[config.mk]
export PLATFORM = sky130hd
export DESIGN_NAME = uart_tx_fifo
export DESIGN_NICKNAME = d
export VERILOG_FILES = /design/src/rtl/uart_tx_fifo.sv
export SDC_FILE = /design/constraint.sdc
export NUM_CORES = 1
export LEC_CHECK = 0
export BUFFER_PORTS_ARGS = -buffer_cell sky130_fd_sc_hd__buf_2
export CAP_MARGIN = 5
export CORE_UTILIZATION = 40
export DETAILED_ROUTE_END_ITERATION = 12
export PLACE_DENSITY = 0.61
export RECOVER_POWER = 100
export SKIP_CTS_REPAIR_TIMING = 1
export SYNTH_ARGS = -nofsm -noshare
export SYNTH_HDL_FRONTEND = slang
export SYNTH_SLANG_ARGS = --single-unit
[constraint.sdc]
create_clock -name clk -period 3.22 [get_ports clk]
set_input_delay 0.161 -clock clk [delete_from_list [all_inputs] [get_ports clk]]
set_output_delay 0.161 -clock clk [all_outputs]
set_load 0.01 [all_outputs]
[src/rtl/uart_tx_fifo.sv]
// UART transmitter fed by a small FIFO; the line format (divisor, parity, stop bits)
// is sampled from the cfg_* inputs at every frame start.
module uart_tx_fifo #(
  parameter int PAYLOAD_BITS = 8,
  parameter int FIFO_DEPTH   = 4,
  parameter int DIV_WIDTH    = 16
) (
  input  logic                          clk,
  input  logic                          resetn,
  input  logic [DIV_WIDTH-1:0]          cfg_div,
  input  logic [1:0]                    cfg_parity,
  input  logic                          cfg_stop2,
  input  logic                          s_valid,
  output logic                          s_ready,
  input  logic [PAYLOAD_BITS-1:0]       s_data,
  output logic                          uart_txd,
  output logic                          tx_busy,
  output logic [$clog2(FIFO_DEPTH):0]   fifo_level
);
  localparam int AW = $clog2(FIFO_DEPTH);
  localparam int LW = AW + 1;
  localparam int BW = $clog2(PAYLOAD_BITS);
  localparam logic [BW-1:0] LAST = BW'(PAYLOAD_BITS - 1);

  typedef enum logic [2:0] {IDLE, START, DATA, PARITY, STOP} state_t;

  logic [FIFO_DEPTH-1:0][PAYLOAD_BITS-1:0] mem;
  logic [AW-1:0]           wr_ptr, rd_ptr;
  logic [LW-1:0]           level;
  logic                    push, pop, empty, full;

  state_t                  state, state_n;
  logic [DIV_WIDTH-1:0]    cnt, div_q;
  logic [BW-1:0]           bit_idx;
  logic                    stop_idx;
  logic [PAYLOAD_BITS-1:0] shreg, data_q;
  logic [1:0]              par_q;
  logic                    stop2_q, txd, bit_end, par_en, par_bit;

  assign empty      = (level == '0);
  assign full       = (level == LW'(FIFO_DEPTH));
  assign s_ready    = !full;
  assign push       = s_valid && s_ready;
  assign fifo_level = level;
  assign uart_txd   = txd;
  assign tx_busy    = (state != IDLE);
  assign bit_end    = (cnt == div_q);
  // 01 even, 10 odd; 00/11 disable parity
  assign par_en     = par_q[0] ^ par_q[1];
  assign par_bit    = (^data_q) ^ par_q[1];

  // Storage has no reset: the pointers and level define what is valid.
  always_ff @(posedge clk) begin
    if (push) mem[wr_ptr] <= s_data;
  end

  always_ff @(posedge clk) begin
    if (!resetn) begin
      wr_ptr <= '0;
      rd_ptr <= '0;
      level  <= '0;
    end else begin
      if (push) wr_ptr <= wr_ptr + AW'(1);
      if (pop)  rd_ptr <= rd_ptr + AW'(1);
      case ({push, pop})
        2'b10:   level <= level + LW'(1);
        2'b01:   level <= level - LW'(1);
        default: ;
      endcase
    end
  end

  always_comb begin
    state_n = state;
    pop     = 1'b0;
    case (state)
      IDLE:   if (!empty) begin state_n = START; pop = 1'b1; end
      START:  if (bit_end) state_n = DATA;
      DATA:   if (bit_end && bit_idx == LAST) state_n = par_en ? PARITY : STOP;
      PARITY: if (bit_end) state_n = STOP;
      STOP:   if (bit_end && (!stop2_q || stop_idx)) begin
                // Back-to-back frames: next start bit follows the last stop bit directly.
                if (!empty) begin state_n = START; pop = 1'b1; end
                else        state_n = IDLE;
              end
      default: state_n = IDLE;
    endcase
  end

  always_ff @(posedge clk) begin
    if (!resetn) begin
      state    <= IDLE;
      txd      <= 1'b1;
      cnt      <= '0;
      div_q    <= '0;
      bit_idx  <= '0;
      stop_idx <= 1'b0;
      shreg    <= '0;
      data_q   <= '0;
      par_q    <= '0;
      stop2_q  <= 1'b0;
    end else begin
      state <= state_n;
      cnt   <= (state == IDLE || bit_end) ? '0 : cnt + DIV_WIDTH'(1);
      if (pop) begin
        shreg   <= mem[rd_ptr];
        data_q  <= mem[rd_ptr];
        div_q   <= cfg_div;
        par_q   <= cfg_parity;
        stop2_q <= cfg_stop2;
        txd     <= 1'b0;
      end else if (bit_end) begin
        case (state)
          START: begin
            txd     <= shreg[0];
            shreg   <= shreg >> 1;
            bit_idx <= '0;
          end
          DATA: begin
            if (bit_idx == LAST) begin
              txd      <= par_en ? par_bit : 1'b1;
              stop_idx <= 1'b0;
            end else begin
              txd     <= shreg[0];
              shreg   <= shreg >> 1;
              bit_idx <= bit_idx + BW'(1);
            end
          end
          PARITY: begin
            txd      <= 1'b1;
            stop_idx <= 1'b0;
          end
          STOP:    stop_idx <= 1'b1;
          default: ;
        endcase
      end
    end
  end
endmodule

=== Yosys cells after proc, flatten, opt, wreduce, memory -nomap -nowiden ===
Index checks and enable logic that the tools add are counted.

* Register bits after elaboration: 98
* Output and inout port bits: 6

* $add $sub $neg: 6
* Order comparisons: 3
* Equal/unequal tests: 17
* Mux-type cells: 30
* Bitwise operators: 4
* Reductions and logical operators: 24

{| class="wikitable"
|+ Operators by type and width
! kind !! count
|-
| $mux W8 || 5
|-
| $bwmux W32 || 1
|-
| $mux W3 || 7
|-
| $add A16 B1 Y16 const B || 1
|-
| $bmux W8 S2 || 1
|-
| $demux W8 S2 || 1
|-
| $eq A16 B16 Y1 || 1
|-
| $pmux W8 S2 || 1
|-
| $pmux W3 S5 || 1
|-
| $ne A2 B2 Y1 const B || 7
|-
| $pmux W3 S2 || 2
|-
| $eq A3 B3 Y1 const B || 3
|-
| $reduce_bool A3 Y1 || 3
|-
| $mux W1 || 8
|-
| $reduce_and A4 Y1 || 2
|-
| $reduce_xor A8 Y1 || 1
|-
| $add A3 B1 Y3 const B || 2
|-
| $eq A3 B2 Y1 const B || 2
|-
| $logic_not A3 Y1 || 2
|-
| $lt A2 B3 Y1 const B || 2
|-
| $pmux W1 S3 || 2
|-
| $reduce_bool A2 Y1 || 3
|-
| $reduce_and A5 Y1 || 1
|-
| $add A2 B1 Y2 const B || 2
|-
| other kinds (16) || 23
|}

=== Longest topological paths before layout ===
Gate-level depths: netlist of the first run.

* Depth after elaboration: 7
* Depth in mapped cells: 13
* Gate-level depth less buffers: 11

=== Worst setup path before layout of the first run ===
No wires, ideal clock.

* Kind: register -> register
* From: register state[0]
* To: register level[2] (netlist: fifo_level[2])
* Data arrival time: 2,576 ps
* Path slack: 568 ps
* Cell stages (with the launch flop): 14
* Buffers on the path: 3
* Clock period less this slack: 2,652 ps
* Cells stage by stage: dfxtp_1 buf_6 or3_1 clkbuf_1 nor2_1 a21oi_4 inv_2 buf_6 ha_1 inv_1 fa_1 xor2_1 or3_1 a21boi_0

* Longest elaborated chain between the ends: 4
* Elaborated cells on any way between the ends: 7
* Classes of those cells: 3 x eq/ne; 2 x mux; 2 x reduce/logical

{| class="wikitable"
|+ Ends and longest elaborated chain
! what !! line !! source
|-
| start: declaration || 32 || <nowiki>state_t state, state_n;</nowiki>
|-
| start signal: assignment || 103 || <nowiki>state <= state_n;</nowiki>
|-
| $eq A3 B3 Y1 or $logic_not A3 Y1 (tied branches) || 76 || <nowiki>case (state)</nowiki>
|-
| $pmux W1 S2 * || 76 ||
|-
| $eq A2 B1 Y1 or $eq A2 B2 Y1 (tied branches) || 65 || <nowiki>case ({push, pop})</nowiki>
|-
| $pmux W3 S2 or $reduce_bool A2 Y1 (tied branches) || - ||
|-
| end signal: assignment || 66 || <nowiki>2'b10: level <= level + LW'(1);</nowiki>
|-
| end signal: assignment || 67 || <nowiki>2'b01: level <= level - LW'(1);</nowiki>
|-
| end: declaration || 29 || <nowiki>logic [LW-1:0] level;</nowiki>
|}

Every way passes the cells marked *; elsewhere a longest branch is shown, timed or not.
A chain may end at the register's enable or synchronous reset.

=== Worst setup path in the final report of the first run ===
* From: register cnt[10]
* To: register level[2] (netlist: fifo_level[2])

* Longest elaborated chain between the ends: 6
* Elaborated cells on any way between the ends: 8
* Classes of those cells: 3 x eq/ne; 3 x mux; 2 x reduce/logical

{| class="wikitable"
|+ Ends and longest elaborated chain
! what !! line !! source
|-
| start: declaration || 33 || <nowiki>logic [DIV_WIDTH-1:0] cnt, div_q;</nowiki>
|-
| start signal: assignment || 104 || <nowiki>cnt <= (state == IDLE || bit_end) ? '0 : cnt + DIV_WIDTH'(1);</nowiki>
|-
| $eq A16 B16 Y1 * || 47 || <nowiki>assign bit_end = (cnt == div_q);</nowiki>
|-
| $logic_and A1 B1 Y1 * || 81 || <nowiki>STOP: if (bit_end && (!stop2_q || stop_idx)) begin</nowiki>
|-
| $mux W1 * || 81 ||
|-
| $pmux W1 S2 * || 76 ||
|-
| $eq A2 B1 Y1 or $eq A2 B2 Y1 (tied branches) || 65 ||
|-
| $pmux W3 S2 or $reduce_bool A2 Y1 (tied branches) || - ||
|}

Marked as above.

==> impl_metrics.csv, run 1 <==
group,metric,value,unit
worst_setup_path,worst_ep_arrival_time,2.91,ns
pwr,ir_drop,0.000440,V
worst_setup_path,critical_path.max_fanout,6,
worst_setup_path,startpoint,"cnt[10]$_SDFF_PP0_",
worst_setup_path,worst_setup_path_end_kind,"flip-flop",
run,drv_cap,0,
sta,max_slew_margin,51.1,%
worst_setup_path,cp-endpoint,"fifo_level[2]$_SDFFE_PN0P_",
cts,numCtsBuffers,9,
cts,cts_buffer_depth,2,
placement,gp_congestion,0.814,
die,start_util,41.8,%
sta,final-setup-viol-count,0,
die,die_area,11400,um^2
pwr,power_frac_clock,18.9,%
cts,cts_tree,"built",
layout,seq_area,2280,um^2
synth,syn_nets,453,
layout,area_growth,10.6,%
grt,first_global_vias,2889,
pwr,sw_frac_of_total,38.3,%
synth,synth.most_common_cell,"nand2_1",
worst_setup_path,rr_endpoint,"fifo_level[2]$_SDFFE_PN0P_",
pwr,pwr-share-comb,38.5,%
grt,grt_pass1_wl,13800,um
sta,fin_setup_tns,0,ns
grt,grt_max_degree,36,
route,first_pass_iters,4,
pwr,pwr-share-seq,42.6,%
min_path,hold_path.class,"in -> reg",
pwr,leakage,1.67,nW
sta,finalCriticalPeriod,2.63,ns
synth,ys_warn_count,0,
synth,netlist_instances,414,
grt,antenna_found_initial,0,
synth,synth_common_cells,"67 x nand2_1, 66 x dfxtp_1, 32 x edfxtp_1",
sta,period_share,81.6,%
die,io_pins,36,
sta,layout_setup_ws,0.594,ns
route,drtAntennaViolNets,0,
layout,layout-drive-gt1-share,11.6,%
synth,ys_seq_area_share,51.9,%
synth,yosysTopAreaCell,"dfxtp_1",
layout,diodes,0,
sta,timing.fmax,0.381,GHz
pwr,p_total,0.00413,W
sta,rsz0062_at_grt,"false",
placement,dp_slack,0.605,ns
worst_setup_path,r2r-start,"cnt[10]$_SDFF_PP0_",
synth,synth_area_leaders,"dfxtp_1 30%, edfxtp_1 22%, xnor2_1 6.0%",
pwr,switchingPower,0.00158,W
placement,place_inst,570,
layout,multi_input_area,1920,um^2
synth,ys.flop_type,"dfxtp_1",
cts,cts.sinks,98,
synth,synth_top_area_share,30.1,%
synth,ys_async_sr_fraction,0,%
cts,path_clk_slew,0.09,ns
placement,io_buffers,35,
route,routedWlPerCell,13.7,um
layout,stdcell_count,592,
worst_setup_path,cp_slowest_cell,"dfxtp_1",
die,die_w,107,um
placement,post-dp-hpwl,5620,um
pwr,p_int,0.00255,W
sta,worst_slew_pin_slew,0.732,ns
worst_setup_path,path_cells,"xnor2_1 > nand4_1 > nor4_4 > a21oi_1 > clkinv_1 > ha_1 > inv_1 > fa_1 > xor2_1 > or3_1 > a21boi_0",
synth,ys_ff_latch,98,
route,num_vias,2959,
grt,grt_remaining_overflow,0,
worst_setup_path,worst-setup-path-type,"reg -> reg",
synth,synth_area,4400,um^2
die,num_rows,37,
synth,synth_enable_flop_cells,32,
sta,finalHoldViolCount,0,
worst_setup_path,worst_path_largest_cell_delay,0.44,ns
die,die_h,107,um
route,initialDrtViolationCount,118,
status,status,"complete, no violations",
die,core,10500,um^2
pwr,p_per_area,850,nW/um^2
route,drc,0,
grt,grt.total_usage,15.6,%
synth,ys_types,52,
route,routed_wl,8090,um
synth,avgSynthCellArea,10.6,um^2
cts,cts_root_buf,"clkbuf_8",
worst_setup_path,reg2reg_depth,11,
worst_setup_path,required,3.51,ns
layout,n_fill_cell,1007,
worst_setup_path,r2r_slack,0.59,ns
worst_setup_path,cp-start-kind,"flip-flop",
cts,h-tree-depth,3,
route,viasPerCell,5.00,
cts,worstSkewPairLatency,0.36,ns
sta,skew,0.00389,ns
sta,drv_slew,0,
layout,final_nets,490,
-- cell families after synthesis --
family,after synthesis,synth area share [%]
buffers and inverters,31,3.90
XOR/XNOR,40,7.97
multiplexers,15,5.69
flip-flops,98,51.9
adder cells (fa/ha/maj),9,2.73
AND/OR/NAND/NOR,150,16.4
AO/OA/AOI/OAI,71,11.4
-- worst min-delay path by stage --
stage	start	to	slack [ns]	depth (start not counted)
4_1_cts	s_data[0]	mem[16]$_DFFE_PP_	-0.02	1
6_report	cfg_div[11]	div_q[11]$_SDFFE_PN0P_	0.04	3
3_5_place_dp	s_data[0]	mem[16]$_DFFE_PP_	0.38	1
3_3_place_gp	s_data[4]	mem[12]$_DFFE_PP_	0.37	1
2_1_floorplan	s_data[0]	mem[0]$_DFFE_PP_	0.26	0
5_1_grt	cfg_parity[1]	par_q[1]$_SDFFE_PN0P_	0.03	3
-- layout make-up --
cell class	count	area share, %
Clock buffer	12	3.42
Clock inverter	4	0.669
Tap cell	136	3.50
Sequential cell	98	46.9
Inverter	11	0.849
Timing Repair Buffer	46	5.12
Multi-Input combinational cell	285	39.5
-- placed cells by master, fill, tap and decap left out, drive strengths merged, types with 2 or more instances in the layout --
| master | count |
|---|---|
| nand2 | 68 |
| dfxtp | 66 |
| a21boi | 37 |
| edfxtp | 32 |
| xnor2 | 30 |
| clkbuf | 28 |
| nor2 | 26 |
| buf | 24 |
| nand3 | 12 |
| inv | 12 |
| o21ai | 11 |
| xor2 | 10 |
| a21oi | 9 |
| nand2b | 8 |
| mux4 | 8 |
| ha | 8 |
| mux2i | 7 |
| and3 | 6 |
| nand4 | 6 |
| dlygate4sd3 | 6 |
| a32oi | 5 |
| nor3 | 5 |
| and2 | 5 |
| or3 | 4 |
| nor2b | 3 |
| nand3b | 2 |
| clkinvlp | 2 |
-- power by group through the flow --
stage               clock network (W)  registers, W  logic [W]
global route                 0.000861       0.00181    0.00180
floorplan                           0       0.00169    0.00147
finish                       0.000780       0.00176    0.00159
CTS                          0.000808       0.00177    0.00170
detailed placement                  0       0.00180    0.00169
global placement                    0       0.00179    0.00167
-- critical path, delay by kind of cell (launching register included) --
kind,cells,cell delay (ns)
and+or+nand+nor,3,0.80
adders and majority gates,2,0.54
DFF,1,0.44
AOI/OAI and AO/OA,2,0.32
xor gates and xnor gates,2,0.31
buffers and inverters,2,0.14
-- through the flow --
step	instance area (um^2)	utilization (%)	hold slack [ns]
6_report	4860	46.3	0.0383
2_1_floorplan	4400	-	0.260
4_1_cts	4850	46.1	-0.0163
5_1_grt	4860	46.3	0.0313
3_5_place_dp	4650	44.2	0.378
3_3_place_gp	4650	44.2	0.373
-- sequential cells by signal, summed over array words and instances (netlist names), 2 cells and up --
| register | count |
|---|---|
| cnt | 16 |
| div_q | 16 |
| bit_idx | 3 |
| shreg | 8 |
| fifo_level | 3 |
| par_q | 2 |
| data_q | 8 |
| state | 3 |
| rd_ptr | 2 |
| mem | 32 |
| wr_ptr | 2 |
-- layer usage --
layer  wire, um  GRT usage [%]  vias up
met5          0              0        -
met4        117           5.58        0
met3        207           3.83       10
met2       3760           25.2       40
met1       4000           20.3     1403
li1           -              -     1506
(Power assumes the default switching activity.)
==> run 2: changes to the inputs <==
--- a/config.mk
+++ b/config.mk
@@ -9,7 +9,7 @@
 export CAP_MARGIN = 5
 export CORE_UTILIZATION = 40
 export DETAILED_ROUTE_END_ITERATION = 12
-export PLACE_DENSITY = 0.61
+export PLACE_DENSITY = 0.63
 export RECOVER_POWER = 100
 export SKIP_CTS_REPAIR_TIMING = 1
 export SYNTH_ARGS = -nofsm -noshare
==> constraint.sdc (replaced) <==
create_clock -name clk -period 2.28 [get_ports clk]
set_input_delay 0.114 -clock clk [delete_from_list [all_inputs] [get_ports clk]]
set_output_delay 0.114 -clock clk [all_outputs]
set_load 0.01 [all_outputs]
==> run 2 against run 1 <==
- the flow now finishes with violations (negative hold slack, negative setup slack)
- cell area is 9.2% higher
- sequential power is 40% higher
- sequential share of layout area is 3.7 points lower
- clock power is 35% higher
- critical path depth stayed put
- global-route usage is 1.1 points higher
- wire length is 11% higher
- power is 52% higher
==> impl_metrics.csv, run 2 (same netlist as run 1, synthesis figures left out) <==
group,metric,value,unit
worst_setup_path,worst-setup-path-type,"reg -> reg",
worst_setup_path,r2r-start,"cnt[13]$_SDFF_PP0_",
placement,post-dp-hpwl,6170,um
worst_setup_path,worst_ep_arrival_time,2.68,ns
placement,place_inst,595,
die,start_util,41.8,%
route,routed_wl,9010,um
route,initialDrtViolationCount,182,
status,violations,"negative hold slack, negative setup slack",
cts,h-tree-depth,3,
route,drtAntennaViolNets,0,
sta,final-setup-viol-count,1,
die,die_w,107,um
cts,path_clk_slew,0.10,ns
route,drc,0,
status,status,"finished, violations left",
worst_setup_path,r2r_slack,-0.1,ns
sta,worst_slew_pin_slew,0.581,ns
layout,area_growth,20.8,%
route,num_vias,3130,
sta,fin_setup_tns,-0.0992,ns
cts,cts_buffer_depth,2,
worst_setup_path,cp_slowest_cell,"nor4_4",
layout,largest_reg_flops,32,
placement,dpl-instance-area,4860,um^2
sta,layout_setup_ws,-0.0992,ns
worst_setup_path,required,2.58,ns
sta,rsz0062_at_grt,"true",
die,io_pins,36,
pwr,ir_drop,0.000817,V
min_path,holdPathEnd,"par_q[0]$_SDFFE_PN0P_",
layout,largest-register,"mem",
worst_setup_path,reg2reg_depth,11,
sta,finalCriticalPeriod,2.38,ns
worst_setup_path,critical_path.max_fanout,2,
die,core,10500,um^2
layout,final_common_cell,"nand2_1",
layout,final_nets,530,
sta,drv_slew,0,
sta,period_share,104,%
pwr,p_per_area,1180,nW/um^2
cts,worstSkewPairLatency,0.36,ns
route,routedWlPerCell,14.3,um
layout,stdcell_count,632,
grt,first_global_vias,3090,
grt,grt_pass1_wl,14900,um
worst_setup_path,cp-start-kind,"flip-flop",
cts,cts.sinks,98,
worst_setup_path,path_cells,"xnor2_2 > nand4_1 > nor4_4 > a21oi_4 > inv_2 > ha_4 > inv_2 > fa_2 > xor2_1 > or3_1 > a21boi_1",
worst_setup_path,worst_setup_path_end_kind,"flip-flop",
cts,cts_root_buf,"clkbuf_8",
sta,skew,0.00917,ns
route,first_pass_iters,4,
placement,gp_congestion,0.830,
cts,numCtsBuffers,9,
min_path,min_path_cells,3,
sta,timing.fmax,0.420,GHz
grt,grt_remaining_overflow,0,
min_path,hold_start,"cfg_parity[0]",
die,die_area,11400,um^2
sta,finalHoldWorstSlack,-0.00558,ns
grt,grt_max_degree,36,
sta,max_slew_margin,61.2,%
layout,top_regs,"mem (32), cnt (16), div_q (16)",
layout,layout_common_cells,"67 x nand2_1, 54 x dfxtp_1, 32 x edfxtp_1",
die,num_rows,37,
layout,design_area,5310,um^2
grt,grt.total_usage,16.7,%
cts,cts_tree,"built",
grt,antenna_found_initial,0,
pwr,leakage,1.93,nW
layout,layout-drive-gt1-share,23.2,%
run,drv_cap,0,
worst_setup_path,worst_path_largest_cell_delay,0.37,ns
worst_setup_path,rr_endpoint,"fifo_level[2]$_SDFFE_PN0P_",
min_path,hold_path.class,"in -> reg",
placement,io_buffers,35,
route,viasPerCell,4.95,
layout,diodes,0,
worst_setup_path,cpMostUsedCell,"inv_2",
sta,finalHoldViolCount,1,
die,die_h,107,um
[run 2: cell types whose count changed in the layout (fill, tap and decap cells not counted), sizes merged]
cell	change
dlygate4sd3	+14
inv	+3
clkinv	+1
clkbuf	-10
buf	+33
clkinvlp	-1
[run 2: layout make-up]
| class | count | area [um^2] |
|---|---|---|
| fillers | 974 | 5200 |
| flip-flops and latches | 98 | 2300 |
| multi-input cells | 285 | 2020 |
| repair buffers | 86 | 597 |
| well taps | 136 | 170 |
| clock buffers | 9 | 124 |
| clock inverters | 7 | 58.8 |
| inverters | 11 | 41.3 |
[run 2: where the power goes]
| part | internal, W | switching (W) |
|---|---|---|
| clock | 0.000416 | 0.000635 |
| combinational | 0.00121 | 0.00153 |
| sequential | 0.00219 | 0.000274 |
| total | 0.00382 | 0.00244 |
[run 2: worst max path at each step]
stage,start,to,slack (ns)
after global routing,div_q[4]$_SDFFE_PN0P_,fifo_level[2]$_SDFFE_PN0P_,-0.25
after detailed placement,div_q[1]$_SDFFE_PN0P_,fifo_level[2]$_SDFFE_PN0P_,-0.11
after global placement,div_q[1]$_SDFFE_PN0P_,fifo_level[2]$_SDFFE_PN0P_,-0.05
final,cnt[13]$_SDFF_PP0_,fifo_level[2]$_SDFFE_PN0P_,-0.1
after floorplan,cnt[0]$_SDFF_PP0_,fifo_level[2]$_SDFFE_PN0P_,-0.18
after CTS,div_q[1]$_SDFFE_PN0P_,fifo_level[2]$_SDFFE_PN0P_,-0.14
[run 2: per-stage QoR]
step           utilization (%)  total power (W)  worst slack, ns
2_1_floorplan                -          0.00452           -0.183
3_3_place_gp              46.2          0.00507          -0.0477
3_5_place_dp              46.2          0.00512           -0.108
4_1_cts                   48.0          0.00618           -0.138
5_1_grt                   50.5          0.00671           -0.252
6_report                  50.5          0.00626          -0.0992
[run 2: routing by layer]
layer	part of all wire [%]	wire length, um	up-vias	global-route usage, %
met5	0	0	-	0
met4	1.2	108	0	5.58
met3	3.0	269	9	3.59
met2	48	4300	39	27.8
met1	48	4340	1495	21.5
li1	-	-	1587	-
[run 2: worst max-delay path, delay by kind of cell, from the launching register on]
family | cells | cell delay [ns]
AO/OA/AOI/OAI | 2 | 0.24
XOR/XNOR | 2 | 0.31
adder cells (fa/ha/maj) | 2 | 0.45
buffers and inverters | 2 | 0.11
flip-flops | 1 | 0.35
AND/OR/NAND/NOR | 3 | 0.83
